$ cat src/rtl/mem_stage.sv
`default_nettype none
// ============================================================================
// Module   : mem_stage
// Brief    : Pipeline memory stage. Word loads/stores over a req/resp data
//            port, registered writeback bundle, stall while access pending.
// Revision : 1.0  initial release
// ============================================================================
module mem_stage #(
    parameter int WORD     = 32,
    parameter int ADDR_LEN = 32
) (
    input  logic                clk,
    input  logic                reset,
    // execute-stage bundle
    input  logic                valid_i,
    input  logic [ADDR_LEN-1:0] pc_i,
    input  logic [WORD-1:0]     alu_out_i,
    input  logic [WORD-1:0]     rs2_data_i,
    input  logic [4:0]          rd_addr_i,
    input  logic                rf_w_en_i,
    input  logic [1:0]          wbsel_i,
    input  logic                mem_w_en_i,
    output logic                stall_o,
    // data-memory port
    output logic                dmem_req_o,
    output logic                dmem_we_o,
    output logic [ADDR_LEN-1:0] dmem_addr_o,
    output logic [WORD-1:0]     dmem_wdata_o,
    input  logic                dmem_ready_i,
    input  logic                dmem_rvalid_i,
    input  logic [WORD-1:0]     dmem_rdata_i,
    // writeback bundle
    output logic                wb_valid_o,
    output logic                wb_rf_w_en_o,
    output logic [4:0]          wb_rd_addr_o,
    output logic [WORD-1:0]     wb_data_o,
    output logic [ADDR_LEN-1:0] wb_pc_o
);

    typedef enum logic [1:0] {
        IDLE = 2'd0,
        REQ  = 2'd1,
        RESP = 2'd2
    } state_t;

    localparam logic [1:0] WBSEL_LOAD = 2'b01;
    localparam logic [1:0] WBSEL_LINK = 2'b10;

    state_t              state_q, state_d;

    // holding registers for the in-flight memory instruction
    logic [ADDR_LEN-1:0] pc_q, pc_d;
    logic [ADDR_LEN-1:0] addr_q, addr_d;
    logic [WORD-1:0]     wdata_q, wdata_d;
    logic [4:0]          rd_q, rd_d;
    logic                rfwe_q, rfwe_d;
    logic                store_q, store_d;

    // writeback bundle registers
    logic                wb_valid_q, wb_valid_d;
    logic                wb_rf_w_en_q, wb_rf_w_en_d;
    logic [4:0]          wb_rd_q, wb_rd_d;
    logic [WORD-1:0]     wb_data_q, wb_data_d;
    logic [ADDR_LEN-1:0] wb_pc_q, wb_pc_d;

    logic                is_mem_op;
    logic [ADDR_LEN-1:0] pc_plus4;
    logic [ADDR_LEN-1:0] word_addr;

    assign is_mem_op = valid_i & (mem_w_en_i | (wbsel_i == WBSEL_LOAD));
    assign pc_plus4  = pc_i + ADDR_LEN'(4);
    assign word_addr = {alu_out_i[ADDR_LEN-1:2], 2'b00};

    always_comb begin
        state_d      = state_q;
        pc_d         = pc_q;
        addr_d       = addr_q;
        wdata_d      = wdata_q;
        rd_d         = rd_q;
        rfwe_d       = rfwe_q;
        store_d      = store_q;
        wb_valid_d   = 1'b0;
        wb_rf_w_en_d = 1'b0;
        wb_rd_d      = wb_rd_q;
        wb_data_d    = wb_data_q;
        wb_pc_d      = wb_pc_q;

        unique case (state_q)
            IDLE: begin
                if (is_mem_op) begin
                    pc_d    = pc_i;
                    addr_d  = word_addr;
                    wdata_d = rs2_data_i;
                    rd_d    = rd_addr_i;
                    rfwe_d  = rf_w_en_i;
                    store_d = mem_w_en_i;
                    state_d = REQ;
                end else if (valid_i) begin
                    wb_valid_d   = 1'b1;
                    wb_rf_w_en_d = rf_w_en_i;
                    wb_rd_d      = rd_addr_i;
                    wb_pc_d      = pc_i;
                    // wbsel 11 is an unused encoding and falls back to ALU
                    wb_data_d    = (wbsel_i == WBSEL_LINK) ? WORD'(pc_plus4) : alu_out_i;
                end
            end
            REQ: begin
                if (dmem_ready_i) begin
                    if (store_q) begin
                        wb_valid_d = 1'b1;
                        wb_rd_d    = rd_q;
                        wb_pc_d    = pc_q;
                        state_d    = IDLE;
                    end else begin
                        state_d = RESP;
                    end
                end
            end
            RESP: begin
                if (dmem_rvalid_i) begin
                    wb_valid_d   = 1'b1;
                    wb_rf_w_en_d = rfwe_q;
                    wb_rd_d      = rd_q;
                    wb_pc_d      = pc_q;
                    wb_data_d    = dmem_rdata_i;
                    state_d      = IDLE;
                end
            end
            default: state_d = IDLE;
        endcase
    end

    always_ff @(posedge clk) begin
        if (reset) begin
            state_q      <= IDLE;
            pc_q         <= '0;
            addr_q       <= '0;
            wdata_q      <= '0;
            rd_q         <= '0;
            rfwe_q       <= 1'b0;
            store_q      <= 1'b0;
            wb_valid_q   <= 1'b0;
            wb_rf_w_en_q <= 1'b0;
            wb_rd_q      <= '0;
            wb_data_q    <= '0;
            wb_pc_q      <= '0;
        end else begin
            state_q      <= state_d;
            pc_q         <= pc_d;
            addr_q       <= addr_d;
            wdata_q      <= wdata_d;
            rd_q         <= rd_d;
            rfwe_q       <= rfwe_d;
            store_q      <= store_d;
            wb_valid_q   <= wb_valid_d;
            wb_rf_w_en_q <= wb_rf_w_en_d;
            wb_rd_q      <= wb_rd_d;
            wb_data_q    <= wb_data_d;
            wb_pc_q      <= wb_pc_d;
        end
    end

    assign stall_o      = (state_q != IDLE);
    assign dmem_req_o   = (state_q == REQ);
    // write strobe only qualifies an active request
    assign dmem_we_o    = (state_q == REQ) & store_q;
    assign dmem_addr_o  = addr_q;
    assign dmem_wdata_o = wdata_q;

    assign wb_valid_o   = wb_valid_q;
    assign wb_rf_w_en_o = wb_rf_w_en_q;
    assign wb_rd_addr_o = wb_rd_q;
    assign wb_data_o    = wb_data_q;
    assign wb_pc_o      = wb_pc_q;

endmodule
`default_nettype wire

$ cat config.mk
export PLATFORM = sky130hd
export DESIGN_NAME = mem_stage
export DESIGN_NICKNAME = d
export VERILOG_FILES = /design/src/rtl/mem_stage.sv
export SDC_FILE = /design/constraint.sdc
export NUM_CORES = 1
export LEC_CHECK = 0
export ABC_CLOCK_PERIOD_IN_PS = 5150
export CAP_MARGIN = 20
export CORE_AREA = 2 2 146 148
export DETAILED_ROUTE_END_ITERATION = 12
export DIE_AREA = 0 0 148 150
export GPL_ROUTABILITY_DRIVEN = 0
export PLACE_DENSITY = 0.69
export SLEW_MARGIN = 25
export SYNTH_ARGS = -nofsm -noshare
export SYNTH_HDL_FRONTEND = slang
export SYNTH_SLANG_ARGS = --single-unit
$ cat constraint.sdc
create_clock -name clk -period 5.15 [get_ports clk]
set_input_delay 1.2875 -clock clk [delete_from_list [all_inputs] [get_ports clk]]
set_output_delay 1.2875 -clock clk [all_outputs]
set_load 0.05 [all_outputs]
Word-level counts from Yosys, hierarchy flattened
Cells that the tools add are included.

storage, ports and cells
  bits in read-only memories = 0
  bits in latches = 0
  word-level logic and storage cells = 66
  register bits = 174
  memories kept = 0
  RAM bits = 0

cells by class
  bitwise logic cells = 3
  shift-type cells = 0
  reductions and logical operators = 8
  multiply operators = 0
  div/mod/pow operators = 0
  multiplexer cells = 32
  add/sub/neg operators = 1
  order comparisons = 0
  equality and inequality tests = 10

operators with widths
  kind                   count
  $mux 32                9
  $pmux 32 s3            1
  $pmux 32 s2            1
  $add 32x3->32 const B  1
  $mux 5                 5
  $pmux 5 s3             1
  $mux 1                 8
  $mux 2                 4
  $ne 2x2->1 const B     4
  $pmux 2 s3             1
  $reduce_and 6->1       1
  $eq 2x1->1 const B     2
  $eq 2x2->1 const B     2
  $ne 2x1->1 const B     2
  $reduce_and 4->1       1
  $reduce_bool 2->1      2
  $pmux 1 s3             1
  $reduce_and 3->1       1
  $reduce_bool 3->1      1
  $and 1x1->1            2
  $logic_not 2->1        1
  $pmux 1 s2             1
  $reduce_and 2->1       1
  $or 1x1->1             1

Logic depth before layout (Yosys ltp)
  word-level depth = 5
  mapped depth = 10
  gate-level depth less buffers = 7

Worst setup path before layout
Ideal clock, no wire load.

  path type = input-to-reg
  from = input port pc_i[2]
  to = register wb_data_q[26] (netlist: wb_data_o[26])
  library setup time = 88 ps
  buffers on the path = 0
  stages = 6
  path slack = 2,334 ps
  required time = 5,062 ps
  arrival = 2,727 ps
  cells stage by stage = ha_1 nand3_1 nor4_4 nand4_1 xor2_1 o32ai_2

on the way
  word-level cells in the longest chain between the ends = 5

ends and longest elaborated chain
  element               RTL line  RTL
  from (decl)           16        input logic [ADDR_LEN-1:0] pc_i,
  $add 32x3->32         71        assign pc_plus4 = pc_i + ADDR_LEN'(4);
  $mux 32               104       wb_data_d = (wbsel_i == WBSEL_LINK) ? WORD'(pc_plus4) : alu_out_i;
  $mux 32               98        end else if (valid_i) begin
  $mux 32               90        if (is_mem_op) begin
  $pmux 32 s2           88        unique case (state_q)
  to (signal assigned)  158       wb_data_q <= wb_data_d;
  to (decl)             63        logic [WORD-1:0] wb_data_q, wb_data_d;

No other way between the ends. The select of a mux whose other input is x is not followed.
A chain may end at the register's enable or synchronous reset.

Worst setup path after layout
  from = register state_q[0]
  to = output port stall_o

on the way
  word-level cells in the longest chain between the ends = 1

ends and longest elaborated chain
  element                 RTL line  RTL
  from (decl)             49        state_t state_q, state_d;
  from (signal assigned)  148       state_q <= state_d;
  $reduce_bool 2->1       163       assign stall_o = (state_q != IDLE);
  to (decl)               23        output logic stall_o,

No other way between the ends.

==> out/qor.yml <==
outcome: "finished clean"
synth.top_cell.area_share_pct: 45.0
rsz0062_at_grt: "no"
port-buffer-count: 277
syn_inst: 969
ys_warn_count: 0
syn_area_um2: 7750
die_y_um: 150
hold_violations: 0
cp_slowest_stage_delay_ps: 840
nNetsFinal: 1351
relSlewSlack_pct: 38.1
crit_fanout: 6
postCtsHoldBufs: 0
crit_type: "flip-flop to primary output"
clkSlewWorstSetupHoldPaths_ps: 70
cp_slowest_cell: "clkdlybuf4s50_1"
crit_path_end_kind: "primary output"
multi_input_area_um2: 3930
cts.path.max_buffers: 2
ir_worst_vdd_v: 0.000231
seq_area_um2: 3480
power.density_nw_per_um2: 504
synth-xor-area-share_pct: 2.15
viasPerCell: 5.26
coreArea_um2: 20700
grt_pass1_wl_um: 41300
synth-compound-area-share_pct: 19.6
synthTopCellsByCount: "230 x nand2_1, 174 x dfxtp_1, 116 x a21oi_1"
antenna_found_initial: 0
synth_mux_area_share_pct: 6.20
wl_um: 26500
dp_hpwl_um: 18700
area_delta_synth_final_pct: 46.0
finalSetupTns_ps: 0
drtIter0Drc: 434
clock_insertion_delay_worst_skew_ps: 430
ant_nets: 0
cts_tree: "yes"
cp_cell_sequence: "inv_1 -> ha_2 -> inv_1 -> clkdlybuf4s50_1"
crit_buf_inv: 3
drt-pass1-iter-count: 5
critPathArrivalTime_ps: 2130
fin_skew_ps: 8.45
finalCritPeriodShare_pct: 66.4
grt_pass1_vias: 7427
async_flop_share_pct: 0
initial_utilization_pct: 37.5
finalPower_uw: 5700
vias: 7836
setup_violations: 0
h-tree-depth: 4
synth-simple-area-share_pct: 21.4
cp.required_ps: 3860
fmax_ghz: 0.292
maxSlewViolCount: 0
crit_family: "buffers and inverters"
clkSinkCount: 174
holdCritPathClass: "flip-flop to flip-flop"
grt_usage_pct: 23.6
cp-start-kind: "flip-flop"
ys.flop_type: "dfxtp_1"
syn_avg_cell_area_um2: 8.00
ys_top_cells_by_area: "dfxtp_1 45%, nand2_1 11%, a21oi_1 7.5%, mux2i_1 6.2%, a211oi_1 4.9%"
dieArea_um2: 22200
ys_seq_area_share_pct: 45.0
synth-adder-area-share_pct: 0.969
cts_resized: 0
globalRouteOverflowTotal: 0
grt_max_degree: 86
die_w_um: 148
drv_cap: 0
fill_cells: 1947
numCtsBuffers: 17
cts_setup_buffers: 0
synth_most_common_cell: "nand2_1"
drc: 0
wl_per_cell_um: 17.8
min_period_ps: 3420
worstMarginPinSlew_ps: 929
synth_edf_count: 0
ys_ff_latch: 174
num_antenna_cells: 0
drive_above_1_share_pct: 5.10
yosysTopAreaCell: "dfxtp_1"
num_rows: 53
cts_root_buf: "clkbuf_16"
p_leak_uw: 0.00404
yosysUniqueCellTypes: 52
cpMostUsedCell: "inv_1"
io-pin-count: 280
synth_top_family_by_area: "simple AND/OR/NAND/NOR gates"
## cell families (layout without fill, tap and decap cells)
group                      Yosys count  after routing
xor gates and xnor gates            19             19
other                                1              2
buffers and inverters               91            337
DFF                                174            174
AOI/OAI and AO/OA                  244            244
muxes                               48             48
and+or+nand+nor                    386            386
adders and majority gates            6              6
## stage by stage
stage	util (%)	hold WS [ps]	setup slack (ps)	std cells	cell area, um^2
after floorplan	-	436	2330	970	7750
after global placement	51.7	440	1520	1459	10700
after detailed placement	51.7	446	1450	1459	10700
after CTS	54.7	455	1720	1491	11300
after global routing	54.7	470	1620	1491	11300
final	54.7	452	1730	1491	11300
## power by group
group	switching (uW)	leakage, uW	internal, uW	total (uW)
Sequential	152	0.00143	1620	1770
Clock	567	0.000293	798	1360
Combinational	1690	0.00232	877	2570
## worst register-to-register path, stage by stage, from the launching register on
cell      delay, ps
dfxtp_1         350
inv_1           110
ha_2            590
buf_4           450
o211a_1         830
buf_4           340
o211ai_1        120
a21oi_1         150
## per-layer routing
layer | global-route usage (%) | share of wire (%) | up-vias
li1 | - | - | 3822
met1 | 30.7 | 43 | 3685
met2 | 38.1 | 46 | 296
met3 | 7.13 | 8.2 | 33
met4 | 6.90 | 1.8 | 0
met5 | 0 | 0 | -
## state kept, by name (all words and copies together), names as in the netlist, 2 cells and up
| register | cells |
|---|---|
| dmem_wdata_o | 32 |
| wb_data_o | 32 |
| rd_q | 5 |
| pc_q | 32 |
| wb_pc_o | 32 |
| state_q | 2 |
| dmem_addr_o | 30 |
| wb_rd_addr_o | 5 |
## layout make-up
type                    count  share of cell area [%]
well taps                 275                    3.04
clock buffers              21                    4.07
repair buffers            292                    25.5
flip-flops and latches    174                    30.8
multi-input cells         705                    34.8
clock inverters            11                    1.37
inverters                  13                   0.431
## worst paths after layout
| path | startpoint | end | slack [ps] | cells after the start |
|---|---|---|---|---|
| min | dmem_addr_o[4]$_SDFFE_PP0P_ | dmem_addr_o[4]$_SDFFE_PP0P_ | 450 | 2 |
| max | state_q[0]$_SDFFE_PP0P_ | stall_o | 1730 | 4 |
| max reg2reg | state_q[0]$_SDFFE_PP0P_ | wb_data_o[2]$_SDFFE_PP0P_ | 2140 | 7 |
| min reg2reg | dmem_addr_o[4]$_SDFFE_PP0P_ | dmem_addr_o[4]$_SDFFE_PP0P_ | 450 | 2 |
## cell usage in the layout, fill, tap and decap left out, drive strengths merged, types with 5 or more instances in the layout
master	Yosys	layout
nand4	10	10
ha	6	6
nor3	18	18
xnor2	5	5
a31oi	5	5
o21ai	28	28
nand2	230	230
clkdlybuf4s50	0	276
a211oi	51	51
clkbuf	64	21
nor2	86	86
o211ai	7	7
nor4	7	7
inv	13	17
mux2i	48	48
xor2	14	14
and3	5	5
buf	14	16
dfxtp	174	174
a21oi	116	116
o32ai	7	7
nand3	9	9
a311oi	11	11
No activity file was read; power rests on OpenSTA's default activity.
